## src/rtl/tone_pkg.sv

```systemverilog
// rtl/tone_pkg.sv - shared envelope types, register offsets and reset values
package tone_pkg;

    localparam int ENV_LEVEL_W = 8;
    localparam int ENV_ACC_W   = 16;

    typedef enum logic [2:0] {
        ENV_IDLE    = 3'd0,
        ENV_ATTACK  = 3'd1,
        ENV_DECAY   = 3'd2,
        ENV_SUSTAIN = 3'd3,
        ENV_RELEASE = 3'd4
    } env_state_e;

    localparam logic [4:0] ENV_OFF_GATE = 5'd0;
    localparam logic [4:0] ENV_OFF_AR   = 5'd1;
    localparam logic [4:0] ENV_OFF_DR   = 5'd2;
    localparam logic [4:0] ENV_OFF_SL   = 5'd3;
    localparam logic [4:0] ENV_OFF_RR   = 5'd4;

    localparam logic [ENV_LEVEL_W-1:0] ENV_AR_RST = 8'h10;
    localparam logic [ENV_LEVEL_W-1:0] ENV_DR_RST = 8'h04;
    localparam logic [ENV_LEVEL_W-1:0] ENV_SL_RST = 8'hC0;
    localparam logic [ENV_LEVEL_W-1:0] ENV_RR_RST = 8'h08;

endpackage

```

## src/rtl/env_gain_mult.sv

```systemverilog
// rtl/env_gain_mult.sv - two-stage sample x envelope-gain pipeline
module env_gain_mult
    import tone_pkg::*;
#(
    parameter int SAMPLE_W = 16
) (
    input  logic                   clk_i,
    input  logic                   reset_i,
    input  logic [SAMPLE_W-1:0]    sample_i,
    input  logic [ENV_LEVEL_W-1:0] level_i,
    input  logic                   valid_i,
    output logic [SAMPLE_W-1:0]    data_o,
    output logic                   valid_o
);

    localparam int PROD_W = SAMPLE_W + 9;

    logic [SAMPLE_W-1:0]  sample_q;
    logic [8:0]           gain_q;
    logic                 v1_q;
    logic [8:0]           gain_d;
    logic signed [PROD_W-1:0] sample_ext;
    logic signed [PROD_W-1:0] gain_ext;
    logic signed [PROD_W-1:0] product;
    logic [SAMPLE_W-1:0]  data_q;
    logic                 v2_q;

    // Full-scale level maps to 256 so that the top level is an exact pass-through.
    assign gain_d     = (level_i == 8'hFF) ? 9'd256 : {1'b0, level_i};
    assign sample_ext = {{9{sample_q[SAMPLE_W-1]}}, sample_q};
    assign gain_ext   = {{(PROD_W-9){1'b0}}, gain_q};
    assign product    = sample_ext * gain_ext;

    always_ff @(posedge clk_i) begin
        if (reset_i) begin
            sample_q <= '0;
            gain_q   <= '0;
            v1_q     <= 1'b0;
            data_q   <= '0;
            v2_q     <= 1'b0;
        end else begin
            v1_q <= valid_i;
            v2_q <= v1_q;
            if (valid_i) begin
                sample_q <= sample_i;
                gain_q   <= gain_d;
            end
            if (v1_q) begin
                data_q <= product[SAMPLE_W+7:8];
            end
        end
    end

    assign data_o  = data_q;
    assign valid_o = v2_q;

endmodule

```

## src/rtl/envelope_shaper.sv

```systemverilog
// rtl/envelope_shaper.sv - ADSR envelope FSM, config registers and output scaling
// Optional exponential release tail: ENVELOPE_EXP_RELEASE_EN
module envelope_shaper
    import tone_pkg::*;
#(
    parameter logic [4:0] ENV_BASE_ADDR = 5'd24,
    parameter int          SAMPLE_W     = 16
) (
    input  logic                clk_in,
    input  logic                reset_in,
    input  logic [15:0]         data_in,
    input  logic [4:0]          addr_in,
    input  logic                data_valid_in,
    input  logic [SAMPLE_W-1:0] sample_in,
    input  logic                sample_valid_in,
    output logic [SAMPLE_W-1:0] data_out,
    output logic                data_valid_out
);

    env_state_e             state_q, state_d, state_eff;
    logic [ENV_ACC_W-1:0]   acc_q, acc_d;
    logic                   gate_reg_q, gate_q;
    logic [ENV_LEVEL_W-1:0] ar_q, dr_q, sl_q, rr_q;
    logic [4:0]             reg_off;
    logic                   gate_rise, gate_fall;
    logic [ENV_ACC_W:0]     attack_sum;
    logic [ENV_ACC_W:0]     decay_limit;
    logic [ENV_ACC_W-1:0]   sl_floor;
`ifdef ENVELOPE_EXP_RELEASE_EN
    logic [ENV_ACC_W:0]     rel_step;
`endif

    // Addresses below the base wrap to large offsets and fall outside the map.
    assign reg_off   = addr_in - ENV_BASE_ADDR;
    assign gate_rise = gate_reg_q & ~gate_q;
    assign gate_fall = ~gate_reg_q & gate_q;

    assign sl_floor    = {sl_q, 8'h00};
    assign attack_sum  = {1'b0, acc_q} + {1'b0, ar_q, 8'h00};
    assign decay_limit = {1'b0, sl_floor} + {1'b0, dr_q, 8'h00};
`ifdef ENVELOPE_EXP_RELEASE_EN
    assign rel_step    = ({1'b0, acc_q} >> rr_q[3:0]) + 17'd1;
`endif

    always_comb begin
        state_eff = state_q;
        state_d   = state_q;
        acc_d     = acc_q;
        if (sample_valid_in) begin
            if (gate_rise) begin
                state_eff = ENV_ATTACK;
            end else if (gate_fall && state_q != ENV_IDLE) begin
                state_eff = ENV_RELEASE;
            end
            state_d = state_eff;
            // The step of the state entered at this tick is applied in the same tick.
            case (state_eff)
                ENV_ATTACK: begin
                    if (ar_q == 8'h00 || attack_sum >= 17'h0FFFF) begin
                        acc_d   = 16'hFFFF;
                        state_d = ENV_DECAY;
                    end else begin
                        acc_d = attack_sum[ENV_ACC_W-1:0];
                    end
                end
                ENV_DECAY: begin
                    if (dr_q == 8'h00 || {1'b0, acc_q} <= decay_limit) begin
                        acc_d   = sl_floor;
                        state_d = ENV_SUSTAIN;
                    end else begin
                        acc_d = acc_q - {dr_q, 8'h00};
                    end
                end
                ENV_SUSTAIN: begin
                    acc_d = sl_floor;
                end
                ENV_RELEASE: begin
`ifdef ENVELOPE_EXP_RELEASE_EN
                    if (rr_q[3:0] == 4'd0 || rel_step >= {1'b0, acc_q}) begin
                        acc_d   = '0;
                        state_d = ENV_IDLE;
                    end else begin
                        acc_d = acc_q - rel_step[ENV_ACC_W-1:0];
                    end
`else
                    if (rr_q == 8'h00 || acc_q <= {rr_q, 8'h00}) begin
                        acc_d   = '0;
                        state_d = ENV_IDLE;
                    end else begin
                        acc_d = acc_q - {rr_q, 8'h00};
                    end
`endif
                end
                default: begin
                    acc_d = acc_q;
                end
            endcase
        end
    end

    always_ff @(posedge clk_in) begin
        if (reset_in) begin
            state_q    <= ENV_IDLE;
            acc_q      <= '0;
            gate_q     <= 1'b0;
            gate_reg_q <= 1'b0;
            ar_q       <= ENV_AR_RST;
            dr_q       <= ENV_DR_RST;
            sl_q       <= ENV_SL_RST;
            rr_q       <= ENV_RR_RST;
        end else begin
            state_q <= state_d;
            acc_q   <= acc_d;
            if (sample_valid_in) begin
                gate_q <= gate_reg_q;
            end
            if (data_valid_in) begin
                case (reg_off)
                    ENV_OFF_GATE: gate_reg_q <= data_in[0];
                    ENV_OFF_AR:   ar_q       <= data_in[7:0];
                    ENV_OFF_DR:   dr_q       <= data_in[7:0];
                    ENV_OFF_SL:   sl_q       <= data_in[7:0];
                    ENV_OFF_RR:   rr_q       <= data_in[7:0];
                    default: ;
                endcase
            end
        end
    end

    env_gain_mult #(
        .SAMPLE_W (SAMPLE_W)
    ) u_gain (
        .clk_i   (clk_in),
        .reset_i (reset_in),
        .sample_i(sample_in),
        .level_i (acc_d[ENV_ACC_W-1:ENV_ACC_W-ENV_LEVEL_W]),
        .valid_i (sample_valid_in),
        .data_o  (data_out),
        .valid_o (data_valid_out)
    );

endmodule

```

## config.mk

```make
export PLATFORM = sky130hd
export DESIGN_NAME = envelope_shaper
export DESIGN_NICKNAME = d
export VERILOG_FILES = /design/src/rtl/tone_pkg.sv /design/src/rtl/env_gain_mult.sv /design/src/rtl/envelope_shaper.sv
export SDC_FILE = /design/constraint.sdc
export NUM_CORES = 1
export LEC_CHECK = 0
export CAP_MARGIN = 20
export CORE_ASPECT_RATIO = 1.5
export CORE_MARGIN = 4
export CORE_UTILIZATION = 45
export CTS_CLUSTER_SIZE = 10
export DETAILED_ROUTE_END_ITERATION = 8
export GPL_TIMING_DRIVEN = 1
export HOLD_SLACK_MARGIN = 0.03
export MAX_ROUTING_LAYER = met4
export PLACE_DENSITY = 0.59
export SYNTH_ARGS = -nofsm -noshare
export SYNTH_HDL_FRONTEND = slang
export SYNTH_SLANG_ARGS = --single-unit
```

## constraint.sdc

```tcl
create_clock -name clk_in -period 16.5 [get_ports clk_in]
set_input_delay 1.65 -clock clk_in [delete_from_list [all_inputs] [get_ports clk_in]]
set_output_delay 1.65 -clock clk_in [all_outputs]
set_load 0.005 [all_outputs]
```

Yosys cells after proc, flatten, opt, wreduce, memory -nomap -nowiden
Index checks and enable logic that the tools add are counted.
{"block": "totals", "reg_bits": 96, "latch_bits": 0, "mem_bits_rw": 0, "romBits": 0, "out_inout_bits": 17, "memories": 0}
{"block": "op_classes", "addsub": 5, "n_mul": 1, "div": 0, "n_lt_le_gt_ge": 3, "n_eq_ne": 9, "n_shift": 0, "mux": 13, "bitwise_logic": 4, "reduce_logical": 16}
{"cell": "16-bit 2-to-1 mux", "count": 4}
{"cell": "16-bit case mux with 4 select lines", "count": 1}
{"cell": "16-bit by 16-bit adder with 17-bit output", "count": 2}
{"cell": "16-bit subtractor", "count": 2}
{"cell": "8-bit zero test", "count": 3}
{"cell": "16-bit by 10-bit multiplier with 24-bit output", "count": 1}
{"cell": "3-bit 2-to-1 mux", "count": 6}
{"cell": "17-bit by 16-bit >= comparator with 1-bit output, second input constant", "count": 1}
{"cell": "16-bit by 17-bit <= comparator with 1-bit output", "count": 1}
{"cell": "16-bit <= comparator", "count": 1}
{"cell": "2-bit AND reduction", "count": 6}
{"cell": "5-bit by 2-bit equality test with 1-bit output, second input constant", "count": 2}
{"cell": "9-bit 2-to-1 mux", "count": 1}
{"cell": "3-bit case mux with 3 select lines", "count": 1}
{"cell": "8-bit equality test, second input constant", "count": 1}
{"cell": "3-bit by 2-bit equality test with 1-bit output, second input constant", "count": 2}
{"cell": "5-bit by 1-bit equality test with 1-bit output, second input constant", "count": 1}
{"cell": "5-bit by 3-bit equality test with 1-bit output, second input constant", "count": 1}
{"cell": "5-bit zero test", "count": 1}
{"cell": "5-bit subtractor, second input constant", "count": 1}
{"cell": "4-bit nonzero test", "count": 1}
{"cell": "3-bit by 1-bit equality test with 1-bit output, second input constant", "count": 1}
{"cell": "3-bit equality test, second input constant", "count": 1}
{"cell": "1-bit logical OR", "count": 3}
{"cell": "4 further kinds", "count": 6}

Depth between registers and ports, before layout
{"block": "logic_depth", "depth_word": 11, "depth_mapped": 24}

Modules after synthesis
From an unflattened synthesis, not the netlist that was laid out.
{"block": "unflattened", "cells_unflattened": 1162, "area_unflattened_um2": 10273.6}
{"mod": "env_gain_mult", "instances": 1, "cells_per_inst": 705, "area_per_inst_um2": 6421.2}
{"mod": "envelope_shaper", "instances": 1, "cells_per_inst": 457, "area_per_inst_um2": 3852.4}

Worst setup path after synthesis
Ideal clock, no wire load.
{"block": "synth_path", "path_kind": "register to register", "start": "register u_gain.gain_q[1]", "end": "register u_gain.data_q[15] (netlist: u_gain.data_o[15])", "setup_time_ps": 128, "arrival_ps": 5518, "slack_ps": 10855, "path_stages_with_launch": 23, "period_less_slack_ps": 5645, "cell_sequence": "dfxtp_1 -> clkbuf_1 -> clkbuf_1 -> nand2_1 -> fa_1 -> inv_1 -> fa_1 -> ha_1 -> fa_1 -> inv_1 -> fa_1 -> inv_1 -> ha_1 -> a2111oi_0 -> o21ai_1 -> o311ai_1 -> o31ai_1 -> a221oi_1 -> o21ai_1 -> a31oi_1 -> xnor2_1 -> mux2i_1 -> nor2_1"}
{"block": "synth_between", "elab_chain_len": 1}
{"item": "start, declared", "line_no": "env_gain_mult.sv:19", "text": "logic [8:0] gain_q;"}
{"item": "start signal, assigned", "line_no": "env_gain_mult.sv:46", "text": "gain_q <= gain_d;"}
{"item": "16-bit by 10-bit multiplier with 24-bit output", "line_no": "env_gain_mult.sv:32", "text": "assign product = sample_ext * gain_ext;"}
{"item": "end signal, assigned", "line_no": "env_gain_mult.sv:49", "text": "data_q <= product[SAMPLE_W+7:8];"}
{"item": "end, declared", "line_no": "env_gain_mult.sv:25", "text": "logic [SAMPLE_W-1:0] data_q;"}
No other way between the ends.
A chain may end at the register's enable or synchronous reset.

Worst setup path after layout
{"block": "layout_path", "start": "register u_gain.gain_q[3]", "end": "register u_gain.data_q[15] (netlist: u_gain.data_o[15])"}
Same word-level chain as after synthesis.

==> flow_summary.toml <==
[detailed_routing]
ant_nets = 0
drc = 0
vias = 7610
first_pass_iters = 4
wl_um = 24800
wl_per_cell_um = 17.34
viasPerCell = 5.322
drt-initial-drc-count = 240

[yosys]
ys_ff_latch = 96
yosys_most_used_dff = "dfxtp_1"
avgSynthCellArea_um2 = 8.826
ys_top_cells_by_area = "fa_1 24%, dfxtp_1 19%, ha_1 11%"
synth_warnings = 0
synth.distinct_cells = 68
syn_area_um2 = 10010
synth_top_cell_by_area = "fa_1"
synth_edf_count = 0
syn-instance-count = 1134
synth_fp_nets = 1382
synth.top_cell.area_share_pct = 23.60
ys_seq_area_share_pct = 19.20
synthArstFlopShare_pct = 0

[job]
drv_cap = 0

[clocking]
clk_latency_ps = 370
cts_hold_buf = 0
cts_tree = "done"
cts_setup_buffers = 0
clock_path_buffers = 2
cts-htree-levels = 3
path_clk_slew_ps = 80
clockRootBuffer = "clkbuf_16"
cts_resized = 0
cts_made_buffers = 9
clock_sinks = 96

[finish]
fin_nets = 1401
finalCoreUtilization_pct = 50.45
design_area_um2 = 11000
area_delta_synth_final_pct = 9.901
drive_above_1_share_pct = 3.368
instances_no_fill = 1430
antenna_cells = 0
nFillCells = 2134

[placement]
port_buffers = 49
hpwlAfterDp_um = 19830
place_inst = 1414
place_ws_ps = 9921
gp_congestion = 0.9177
placed_cell_area_um2 = 10710

[floorplanning]
dieArea_um2 = 24740
row_count = 66
coreArea_um2 = 21800
start_util_pct = 45.91
pin_count = 58
die_h_um = 190.7
die_w_um = 129.8

[power]
peakVddDrop_mv = 0.04602
power_uw = 496.3
cellPowerDensity_nw_per_um2 = 45.12
leakage_nw = 5.382

[worst_setup_path]
timing.rr.start = "u_gain.gain_q[3]$_SDFFE_PP0P_"
timing.rr.end = "u_gain.data_o[15]$_SDFFE_PP0P_"
endpoint_kind = "flip-flop"
startpoint_type = "flip-flop"
r2r_slack_ps = 9950
crit_type = "flip-flop to flip-flop"
startpoint = "u_gain.gain_q[3]$_SDFFE_PP0P_"
cp.arrival_ps = 6770
required_ps = 16720
cp_max_fo = 17
reg2reg_depth = 20

[worst_hold_path]
hold_path.class = "flip-flop to flip-flop"
worstHoldPathCells = 2
hp-start = "u_gain.data_o[1]$_SDFFE_PP0P_"
holdPathEnd = "u_gain.data_o[1]$_SDFFE_PP0P_"

[timing]
relSlewSlack_pct = 27.15
finalCritPeriodShare_pct = 39.69
whs_ps = 486.2
fin_setup_tns_ps = 0
setup_viol = 0
final_hold_viol_count = 0
slew_violations = 0
fmax_mhz = 152.7
rsz0062_at_grt = "false"
fin_ws_ps = 9951
worstMarginPinSlew_ps = 1089
fin_crit_ps = 6549
finalClockSkew_ps = 13.81

[global_route]
grt_overflow = 0
grt_max_degree = 82
antenna_found_initial = 0
first_global_vias = 7978
grt_usage_pct = 21.94
grt_pass1_wl_um = 40950

[status]
run_status = "complete, no violations"
## kinds of logic (layout without fill, tap and decap cells)
kind of cell    Yosys count  after routing  synth area share [%]
simple gates            349            349                 17.20
buf+inv                 214            238                 8.026
xor+xnor                 41             41                 3.588
compound gates          169            169                 11.45
flops                    96             96                 19.20
fa+ha+maj               207            207                 34.73
mux                      58             58                 5.801
## registers in the layout, summed over array words and instances (netlist names), 3 cells and up
| name | count |
|---|---|
| acc_q | 16 |
| ar_q | 8 |
| dr_q | 8 |
| rr_q | 8 |
| sl_q | 8 |
| state_q | 3 |
| u_gain.data_o | 16 |
| u_gain.gain_q | 9 |
| u_gain.sample_q | 16 |
## layer usage
metal / GRT usage, % / wire length [µm] / up-vias
met2: 40.52 / 13570 / 130
met3: 2.775 / 662 / 53
met4: 8.920 / 1030 / 0
met5: - / 0 / -
li1: - / - / 3730
met1: 23.26 / 9539 / 3697
## cell usage after synthesis (all sizes together) (6+ instances only)
| library cell | count |
|---|---|
| o211ai | 7 |
| clkbuf | 43 |
| nor4 | 9 |
| xnor2 | 24 |
| nand2 | 96 |
| ha | 89 |
| nand2b | 9 |
| nor2 | 103 |
| mux2i | 58 |
| o21ai | 41 |
| a21oi | 38 |
| a211o | 6 |
| a21o | 11 |
| fa | 118 |
| xor2 | 17 |
| nor3 | 7 |
| and2 | 79 |
| inv | 166 |
| nand4 | 7 |
| dfxtp | 96 |
| o21a | 14 |
| nor2b | 7 |
| nand3 | 9 |
## critical path, cell delays in order, from the launching register on
cell	delay (ps)
dfxtp_1	750
nand2_1	170
fa_1	560
inv_1	50
fa_1	460
ha_1	330
fa_1	530
inv_1	50
fa_1	520
inv_1	40
ha_1	220
a2111oi_0	360
o21ai_1	170
o311ai_1	550
o31ai_1	270
a221oi_1	590
o21ai_1	250
a31oi_1	250
xnor2_1	100
mux2i_1	130
nor2_1	50
## worst max path at each step
stage                                           endpoint  slack [ps]  depth (start not counted)
after detailed placement  u_gain.data_o[15]$_SDFFE_PP0P_        9920                         20
after floorplan           u_gain.data_o[15]$_SDFFE_PP0P_       10850                         22
after global routing      u_gain.data_o[15]$_SDFFE_PP0P_        9430                         20
after CTS                 u_gain.data_o[15]$_SDFFE_PP0P_        9890                         20
after global placement    u_gain.data_o[15]$_SDFFE_PP0P_        9930                         20
final                     u_gain.data_o[15]$_SDFFE_PP0P_        9950                         20
## layout make-up
class / count / area, µm² / area share, %
multi-input combinational: 824 / 7289 / 66.27
sequential: 96 / 1922 / 17.47
inverter: 166 / 623.1 / 5.665
timing repair buffer: 56 / 538.0 / 4.891
tap: 272 / 340.3 / 3.094
clock buffer: 10 / 239.0 / 2.173
clock inverter: 6 / 47.55 / 0.4323
## report_power, final
group	switching [mW]	leakage [nW]	internal (mW)
registers	0.00962	0.778	0.235
clock network	0.105	0.146	0.109
logic	0.0196	4.46	0.0175
total	0.135	5.38	0.362
## cell usage in the layout (no fill, tap or decap), drive strengths merged, types with 4 or more instances in the layout
master / n
mux2i: 58
nor3: 7
buf: 8
or3: 5
o21bai: 5
o31ai: 5
a211oi: 4
o211ai: 7
nor2: 103
or4: 5
o21ai: 41
ha: 89
nor2b: 7
inv: 170
and3: 5
clkbuf: 10
nand4: 7
nand3: 9
clkdlybuf4s50: 48
a2bb2oi: 4
xnor2: 24
dfxtp: 96
a21o: 11
nor4: 9
a211o: 6
fa: 118
nand2: 96
o21a: 14
a21oi: 38
nand2b: 9
and2: 79
xor2: 17
a31oi: 4
Note: power is estimated with default switching activity, not from simulation.
